===== src/rtl/fetch_unit_pkg.sv =====
// Shared widths, stall encodings and helpers for the instruction fetch stage.
package fetch_unit_pkg;

   localparam int          STALL_W      = 6;
   localparam int          STALL_IF     = 0;
   localparam int          STALL_ID     = 1;
   localparam logic        STOP         = 1'b1;
   localparam logic        NO_STOP      = 1'b0;
   localparam int          IF_TO_ID_WD  = 33;
   localparam int          BR_WD        = 33;
   localparam logic [31:0] RESET_PC_DEF = 32'hBFC0_0000;

   typedef struct packed {
      logic        br_e;
      logic [31:0] br_addr;
   } br_bus_t;

   // Observation-only view of the stage; HOLD and REDIR can be true together.
   typedef enum logic [1:0] {
      FV_RUN   = 2'b00,
      FV_HOLD  = 2'b01,
      FV_REDIR = 2'b10,
      FV_BOTH  = 2'b11
   } fetch_view_e;

   // Redirect priority: flush, then a latched branch, then a live branch.
   function automatic logic [31:0] pc_select(
      input logic        flush,
      input logic [31:0] new_pc,
      input logic        br_pend,
      input logic [31:0] br_tgt,
      input logic        br_e,
      input logic [31:0] br_addr,
      input logic [31:0] pc
   );
      if (flush)        return new_pc;
      else if (br_pend) return br_tgt;
      else if (br_e)    return br_addr;
      else              return pc + 32'd4;
   endfunction

endpackage


===== src/rtl/fetch_unit.sv =====
// Instruction fetch: PC sequencing, branch redirect latch across IF stalls,
// and an instruction hold buffer that keeps id_inst stable across ID stalls.
module fetch_unit
   import fetch_unit_pkg::*;
#(
   parameter logic [31:0] RESET_PC = RESET_PC_DEF
) (
   input  logic                   clk,
   input  logic                   rst,
   input  logic                   flush,
   input  logic [31:0]            new_pc,
   input  logic [STALL_W-1:0]     stall,
   input  logic [BR_WD-1:0]       br_bus,
   output logic                   inst_sram_en,
   output logic [3:0]             inst_sram_wen,
   output logic [31:0]            inst_sram_addr,
   output logic [31:0]            inst_sram_wdata,
   input  logic [31:0]            inst_sram_rdata,
   output logic [IF_TO_ID_WD-1:0] if_to_id_bus,
   output logic [31:0]            id_inst
);

   logic [31:0] pc;
   logic        ce;
   logic [31:0] hold_inst;
   logic        hold_valid;
   logic        br_pend;
   logic [31:0] br_tgt;

   br_bus_t     br;
   logic        fetch_go;
   logic        id_stop;
   logic [31:0] next_pc;
   logic        stall_unused;

   assign br           = br_bus;
   assign fetch_go     = flush | (stall[STALL_IF] == NO_STOP);
   assign id_stop      = (stall[STALL_ID] == STOP);
   assign stall_unused = ^stall[STALL_W-1:2];

   always_comb begin
      next_pc = pc_select(flush, new_pc, br_pend, br_tgt, br.br_e, br.br_addr, pc);
   end

   // A branch seen while IF is frozen is latched so it is not lost; the
   // first one wins until it is consumed or a flush overrides it.
   always_ff @(posedge clk) begin
      if (rst) begin
         pc      <= RESET_PC - 32'd4;
         ce      <= 1'b0;
         br_pend <= 1'b0;
         br_tgt  <= 32'd0;
      end else begin
         if (fetch_go) begin
            pc <= next_pc;
            ce <= 1'b1;
         end
         if (fetch_go) begin
            br_pend <= 1'b0;
         end else if (br.br_e && !br_pend) begin
            br_pend <= 1'b1;
            br_tgt  <= br.br_addr;
         end
      end
   end

   // SRAM data is only valid for one cycle, so capture it on the first
   // stalled ID edge and replay it until ID moves again.
   always_ff @(posedge clk) begin
      if (rst) begin
         hold_valid <= 1'b0;
         hold_inst  <= 32'd0;
      end else if (flush || !id_stop) begin
         hold_valid <= 1'b0;
      end else if (!hold_valid) begin
         hold_valid <= 1'b1;
         hold_inst  <= inst_sram_rdata;
      end
   end

   assign inst_sram_en    = ce & ~rst;
   assign inst_sram_wen   = 4'b0000;
   assign inst_sram_addr  = pc;
   assign inst_sram_wdata = 32'd0;
   assign if_to_id_bus    = {inst_sram_en, pc};
   assign id_inst         = hold_valid ? hold_inst : inst_sram_rdata;

endmodule


===== config.mk =====
export PLATFORM = sky130hd
export DESIGN_NAME = fetch_unit
export DESIGN_NICKNAME = d
export VERILOG_FILES = /design/src/rtl/fetch_unit_pkg.sv /design/src/rtl/fetch_unit.sv
export SDC_FILE = /design/constraint.sdc
export NUM_CORES = 1
export LEC_CHECK = 0
export CORE_MARGIN = 3
export CORE_UTILIZATION = 40
export DETAILED_ROUTE_END_ITERATION = 16
export PLACE_DENSITY = 0.78
export SETUP_SLACK_MARGIN = 0.3
export SYNTH_ARGS = -nofsm -noshare
export SYNTH_HDL_FRONTEND = slang
export SYNTH_SLANG_ARGS = --single-unit

===== constraint.sdc =====
create_clock -name clk -period 2 [get_ports clk]
set_clock_uncertainty 0.1 [all_clocks]
set_input_delay 0.4 -clock clk [delete_from_list [all_inputs] [get_ports clk]]
set_output_delay 0.4 -clock clk [all_outputs]
set_load 0.05 [all_outputs]

==> metrics.cfg, run 1 <==
[timing]
setup_viol = 0
timing.fmax_mhz = 508.3
slew_viol_final = 0
holdWs_ps = 351.6
rsz0062_at_grt = yes
slew-limit-headroom = 0.5479
fin_crit_sh = 0.9837
worst_slack_ps = 32.67
tightest_slew_ps = 678.1
hold_viol = 0
fin_crit_ps = 1967

[global_route]
grt_first_pass_wirelength_um = 29390
antenna_found_initial = 1
grt_overflow_total = 0
grt_max_degree = 41
grt_pass1_vias = 5462
grtUsageTotal = 0.2265

[clock_network]
root_buffer = clkbuf_16
cts_tree = built
clock_sinks = 99
clk_pin_slew_ps = 70
cts.path.max_buffers = 2
clk_latency_ps = 350
htree_num_levels = 3
cts_buffers = 9

[logic_synthesis]
synth_top_cell_by_area = dfxtp_1
yosys_most_used_dff = dfxtp_1
yosys_warnings = 0
yosysMostFrequentCell = dfxtp_1
async_flop_share = 0
netlist_top_cells_area = dfxtp_1 (34%), buf_4 (8.9%), a21oi_1 (6.3%)
syn-cell-area_mm2 = 0.005914
synth_common_cells = dfxtp_1 (99), nand2_1 (98), a21oi_1 (75)
syn_inst = 753
ys_seq_area_frac = 0.3351
synth_cell_types = 60
ys_ff_latch = 99
synth_edf_count = 0
synth_top_area_share = 0.3351
syn_area_per_cell_um2 = 7.854

[worst_setup_path]
crit_path_cell_trace = clkbuf_16 -> mux2_4 -> buf_12
cp.required_ps = 1500
slowest_stage = dfxtp_4
slowest_delay_ps = 430
cp_max_fo = 7
start_kind = flop
crit_arrival_ps = 1470
critPathBufInv = 2
cp-end-kind = primary output
path_class = flop to primary output
cpLargestDelayFamily = flip-flops

[finish]
nNetsFinal = 1066
seq_area_mm2 = 0.002073
multiInputGateArea_mm2 = 0.003601
area.growth.synth_to_final_pct = 54.73
drive_above_1_share = 0.3226
fill_cells = 1148

[route]
drt-initial-drc-count = 582
wl_per_cell_um = 18.74
drt_pass1_iterations = 6
wirelength_um = 21450
vias = 6313
via_per_inst = 5.514
drc = 0
antenna_left = 0

[place]
port_buffers = 199
post-place-ws_ps = -294.9
place_congestion = 0.8807
hpwl_um = 13830

[pwr]
seq_power_share = 0.338
max-vdd-ir-drop_v = 0.0004061
p_switching_w = 0.002341
p_sw_frac = 0.3594
pwr_density_cell_mw_per_mm2 = 711.8
p_int_w = 0.004173
p_clk_frac = 0.301
p_leak_nw = 3.757
combPwrFrac = 0.360

[die]
start_util = 0.4180
coreArea_mm2 = 0.01415
rows = 43
ios = 240
fp.dieH_um = 127.6
die_w_um = 127.6
dieArea_mm2 = 0.01628

[hold_path]
hold_path_class = flop to flop

[status]
run_status = finished, final reports clean

[flow_run]
drv_cap = 0

[tightest hold or removal path, cell delays in order (launching register included)]
cell     delay, ps
dfxtp_1        310
nand2_1         50
a21oi_1         50
[power by group through the flow]
stage	Clock (W)	Combinational (W)	Sequential (W)
floorplan	0	0.00125	0.00242
global placement	0	0.00197	0.00226
detailed placement	0	0.00199	0.00227
CTS	0.00198	0.00214	0.00219
global route	0.00206	0.00246	0.00222
finish	0.00196	0.00235	0.00220
[registers in the layout, indices dropped and copies added, names as in the netlist]
register / count
br_pend: 1
br_tgt: 32
ce: 1
hold_inst: 32
hold_valid: 1
inst_sram_addr: 32
[what timing repair did]
action,CTS,global route
gates cloned,1,3
buffers inserted,23,12
setup endpoints to repair,55,56
pin swaps,8,22
gates resized for setup,39,103
hold buffers,0,0
[area by class of cell]
| class | count | share of cell area |
|---|---|---|
| clock inverter | 4 | 0.005742 |
| inverter | 17 | 0.007383 |
| multi-input combinational | 547 | 0.3935 |
| antenna | 1 | 0.0002734 |
| sequential | 99 | 0.2266 |
| timing repair buffer | 285 | 0.3104 |
| clock buffer | 12 | 0.03158 |
| tap | 180 | 0.02461 |
[cell usage in the layout (no fill, tap or decap), types with 4 or more instances in the layout]
master and count:
clkdlybuf4s50_1 97, dfxtp_2 7, nor4_2 4, inv_1 15, xnor2_1 5, dfxtp_1 70, o21ai_1 8, or3_1 6
buf_8 14, nand4_1 9, dfxtp_4 22, buf_6 26, nand3_1 9, o21ai_0 39, a21oi_1 69, clkbuf_16 13
and2_1 4, a31oi_1 6, o31ai_1 7, o211ai_1 5, conb_1 36, a21oi_2 6, nand2b_1 7, nor3_1 11
a211oi_1 7, mux2i_1 36, nand2_1 96, nor3_2 5, buf_4 126, buf_12 16, nor2_1 70, a221oi_1 7
mux2_4 29
[cell families (layout without fill, tap and decap cells)]
family          Yosys count  in the layout  share of synthesized area
fa+ha+maj                 1              1                   0.002115
mux                      68             68                     0.1219
xor+xnor                  6              6                   0.008885
buf+inv                 142            318                     0.1371
flops                    99             99                     0.3351
compound gates          187            187                     0.1919
other cells               1             37                  0.0006340
simple gates            249            249                     0.2025
[final timing paths]
check / from / to / slack (ps) / cells after the start
setup reg to reg: inst_sram_addr[7] / inst_sram_addr[25] / 120 / 8
hold reg to reg: br_tgt[1] / br_tgt[1] / 350 / 2
hold / removal: br_tgt[1] / br_tgt[1] / 350 / 2
setup / recovery: hold_valid / id_inst[22] / 30 / 3
[stage by stage]
stage               power, W  instances  setup TNS [ps]  cell area [µm²]    util
floorplan           0.003664        788          -63.50             6202       -
global placement    0.004236       1089           -2525             7894  0.5579
detailed placement  0.004258       1089           -3842             7894  0.5579
CTS                 0.006320       1129               0             8611  0.6085
global route        0.006736       1145         -0.1047             9151  0.6467
finish              0.006514       1145               0             9151  0.6467
[per-layer routing]
metal	wire length, µm	GRT usage	up-vias
li1	-	-	2956
met1	8942	0.3160	3011
met2	10400	0.3623	298
met3	1514	0.03094	48
met4	592	0.07366	0
met5	0	0	-
(Power assumes the default switching activity.)
==> run 2: changes to the inputs <==
- ABC_AREA: unset -> 1
- CORE_UTILIZATION: 40 -> 39
- PLACE_DENSITY: 0.78 -> 0.77
==> metrics.cfg, run 2 <==
[die]
coreArea_mm2 = 0.01420
dieArea_mm2 = 0.01636
ios = 240
rows = 43
die_w_um = 127.9
fp.dieH_um = 127.9
start_util = 0.4080

[worst_setup_path]
cp-end-kind = primary output
worstReg2RegStart = inst_sram_addr[2]
slowest_stage = dfxtp_4
slowest_delay_ps = 470
cpLargestDelayFamily = flip-flops
start_kind = flop
r2r_end = inst_sram_addr[30]
r2r_cells = 9
cp_max_fo = 16
reg2reg_setup_slack_ps = 310
critPathBufInv = 2
crit_arrival_ps = 1430
crit_path_cell_trace = buf_16 -> nor2_1 -> a21oi_2 -> buf_12
cp.required_ps = 1500
path_class = flop to primary output

[route]
vias = 6346
antenna_left = 0
drt-initial-drc-count = 574
wirelength_um = 20150
drc = 0
wl_per_cell_um = 16.55
via_per_inst = 5.214
drt_pass1_iterations = 5

[place]
placed_area_mm2 = 0.007983
dp_cells = 1175
place_congestion = 0.9413
port_buffers = 199
hpwl_um = 13820

[finish]
fin_cells = 1217
final_common_cell = nor2_1
most-common-layout-cells = nor2_1 (133), buf_4 (119), clkdlybuf4s50_1 (99)
diodes = 0
area.growth.synth_to_final_pct = 57.15
drive_above_1_share = 0.2941
nNetsFinal = 1139
final_area_mm2 = 0.009107

[timing]
fin_crit_ps = 1934
setup_viol = 0
finalSetupTns_ps = 0
fin_crit_sh = 0.9671
rsz0062_at_grt = yes
timing.fmax_mhz = 517.0
slew_viol_final = 0
hold_viol = 0

[logic_synthesis]
synthMuxAreaShare = 0
synth_top_family_by_area = compound AO/OA/AOI/OAI gates
netlist_top_cells_area = dfxtp_1 (34%), nor2_1 (10%), buf_4 (9.1%)
synth_cell_types = 39
async_flop_share = 0
syn_inst = 837
synth_edf_count = 0
yosys_warnings = 0
syn-cell-area_mm2 = 0.005796
ys_ff_latch = 99
synth_top_cell_by_area = dfxtp_1
yosys_most_used_dff = dfxtp_1
yosys.area_share.simple = 0.2321
synth_compound_area_frac = 0.2358
ys_seq_area_frac = 0.3420
synth_common_cells = nor2_1 (158), dfxtp_1 (99), nand2_1 (96)
yosysMostFrequentCell = nor2_1
synth_xor_area_frac = 0.009067
synth_top_area_share = 0.3420
syn_area_per_cell_um2 = 6.924
synthAdderAreaFrac = 0.002159

[pwr]
pwr_density_cell_mw_per_mm2 = 709.5
total_power_w = 0.006461
max-vdd-ir-drop_v = 0.0004175
p_leak_nw = 3.921

[hold_path]
min_from = rst
holdPathStages = 2
min_to = hold_valid
hold_path_class = primary input to flop

[clock_network]
cts_buffers = 9
htree_num_levels = 3
clk_latency_ps = 360
cts_tree = built
clock_sinks = 99
clk_pin_slew_ps = 70
root_buffer = clkbuf_16
cts.path.max_buffers = 2

[global_route]
grt_overflow_total = 0
grt_first_pass_wirelength_um = 29880
grtUsageTotal = 0.2296
antenna_found_initial = 0
grt_max_degree = 38
grt_pass1_vias = 5735

[status]
run_status = finished, final reports clean

[flow_run]
drv_cap = 0

-- run 2: cell count changes after synthesis, moves of 8 or more --
cell      change
o211ai_1      +8
a211oi_1     +25
o21ai_0       +9
buf_2        +13
mux2_2       -32
nand3_1      +11
nor3_1       -11
clkbuf_1     -23
mux2i_1      -36
nor2_1       +86
a221oi_1     +12
inv_1        +63
-- run 2: worst register-to-register path, stage by stage (launching register included) --
cell     delay [ps]
dfxtp_4         390
ha_4            180
nand2_4          60
nor2_4          170
nand4_1         190
nor2_2          200
nand4_1         110
nand2_1          80
nand2_1          50
a21oi_1         110
-- run 2: metal layers --
layer,GRT usage,routed length [µm],vias up
met1,0.2995,8264,2937
met4,0.08302,578,0
met3,0.05583,1719,39
li1,-,-,3084
met5,0,0,-
met2,0.3697,9582,286
-- run 2: layout make-up --
type | count | area [µm²]
Tap cell | 180 | 225.2
Fill cell | 1183 | 5096
Sequential cell | 99 | 2051
Clock inverter | 3 | 47.55
Clock buffer | 13 | 260.3
Inverter | 84 | 326.6
Timing Repair Buffer | 264 | 2788
Multi-Input combinational cell | 574 | 3410
-- run 2: cells by family (layout without fill, tap and decap cells) --
kind of cell	Yosys count	after routing
adder cells (fa/ha/maj)	1	1
AND/OR/NAND/NOR	310	310
buffers and inverters	199	364
flip-flops	99	99
AO/OA/AOI/OAI	221	221
XOR/XNOR	6	6
other	1	36
-- run 2: where the power goes --
| group | total [W] | internal, W | switching [W] | leakage, nW |
|---|---|---|---|---|
| clock network | 0.00183 | 0.00105 | 0.000787 | 0.150 |
| registers | 0.00225 | 0.00211 | 0.000137 | 0.819 |
| logic | 0.00238 | 0.000908 | 0.00148 | 2.95 |
| total | 0.00646 | 0.00406 | 0.00240 | 3.92 |
-- run 2: timing repair --
action	CTS	global route
pin swaps	3	16
cloned	3	1
gates resized for setup	61	69
setup endpoints to repair	36	87
hold buffers	0	0
buffers inserted	7	15
hold endpoints to repair	0	0
-- run 2: worst max-delay path by stage --
stage                     from            endpoint  slack, ps  depth (start not counted)
finish              hold_valid          id_inst[4]         70                          4
global route        hold_valid          id_inst[4]         30                          4
CTS                 hold_valid          id_inst[2]        100                          4
detailed placement  br_bus[32]  inst_sram_addr[22]        -90                          9
global placement    br_bus[32]  inst_sram_addr[22]          6                          9
floorplan           hold_valid         id_inst[11]         10                          4
-- run 2: per-stage QoR --
step	setup slack, ps	hold slack, ps	util
after floorplan	10.65	323.7	-
after global placement	6.110	331.6	0.5620
after detailed placement	-89.73	338.1	0.5620
after CTS	97.12	316.9	0.6144
after global routing	28.26	337.0	0.6412
final	65.84	325.5	0.6412
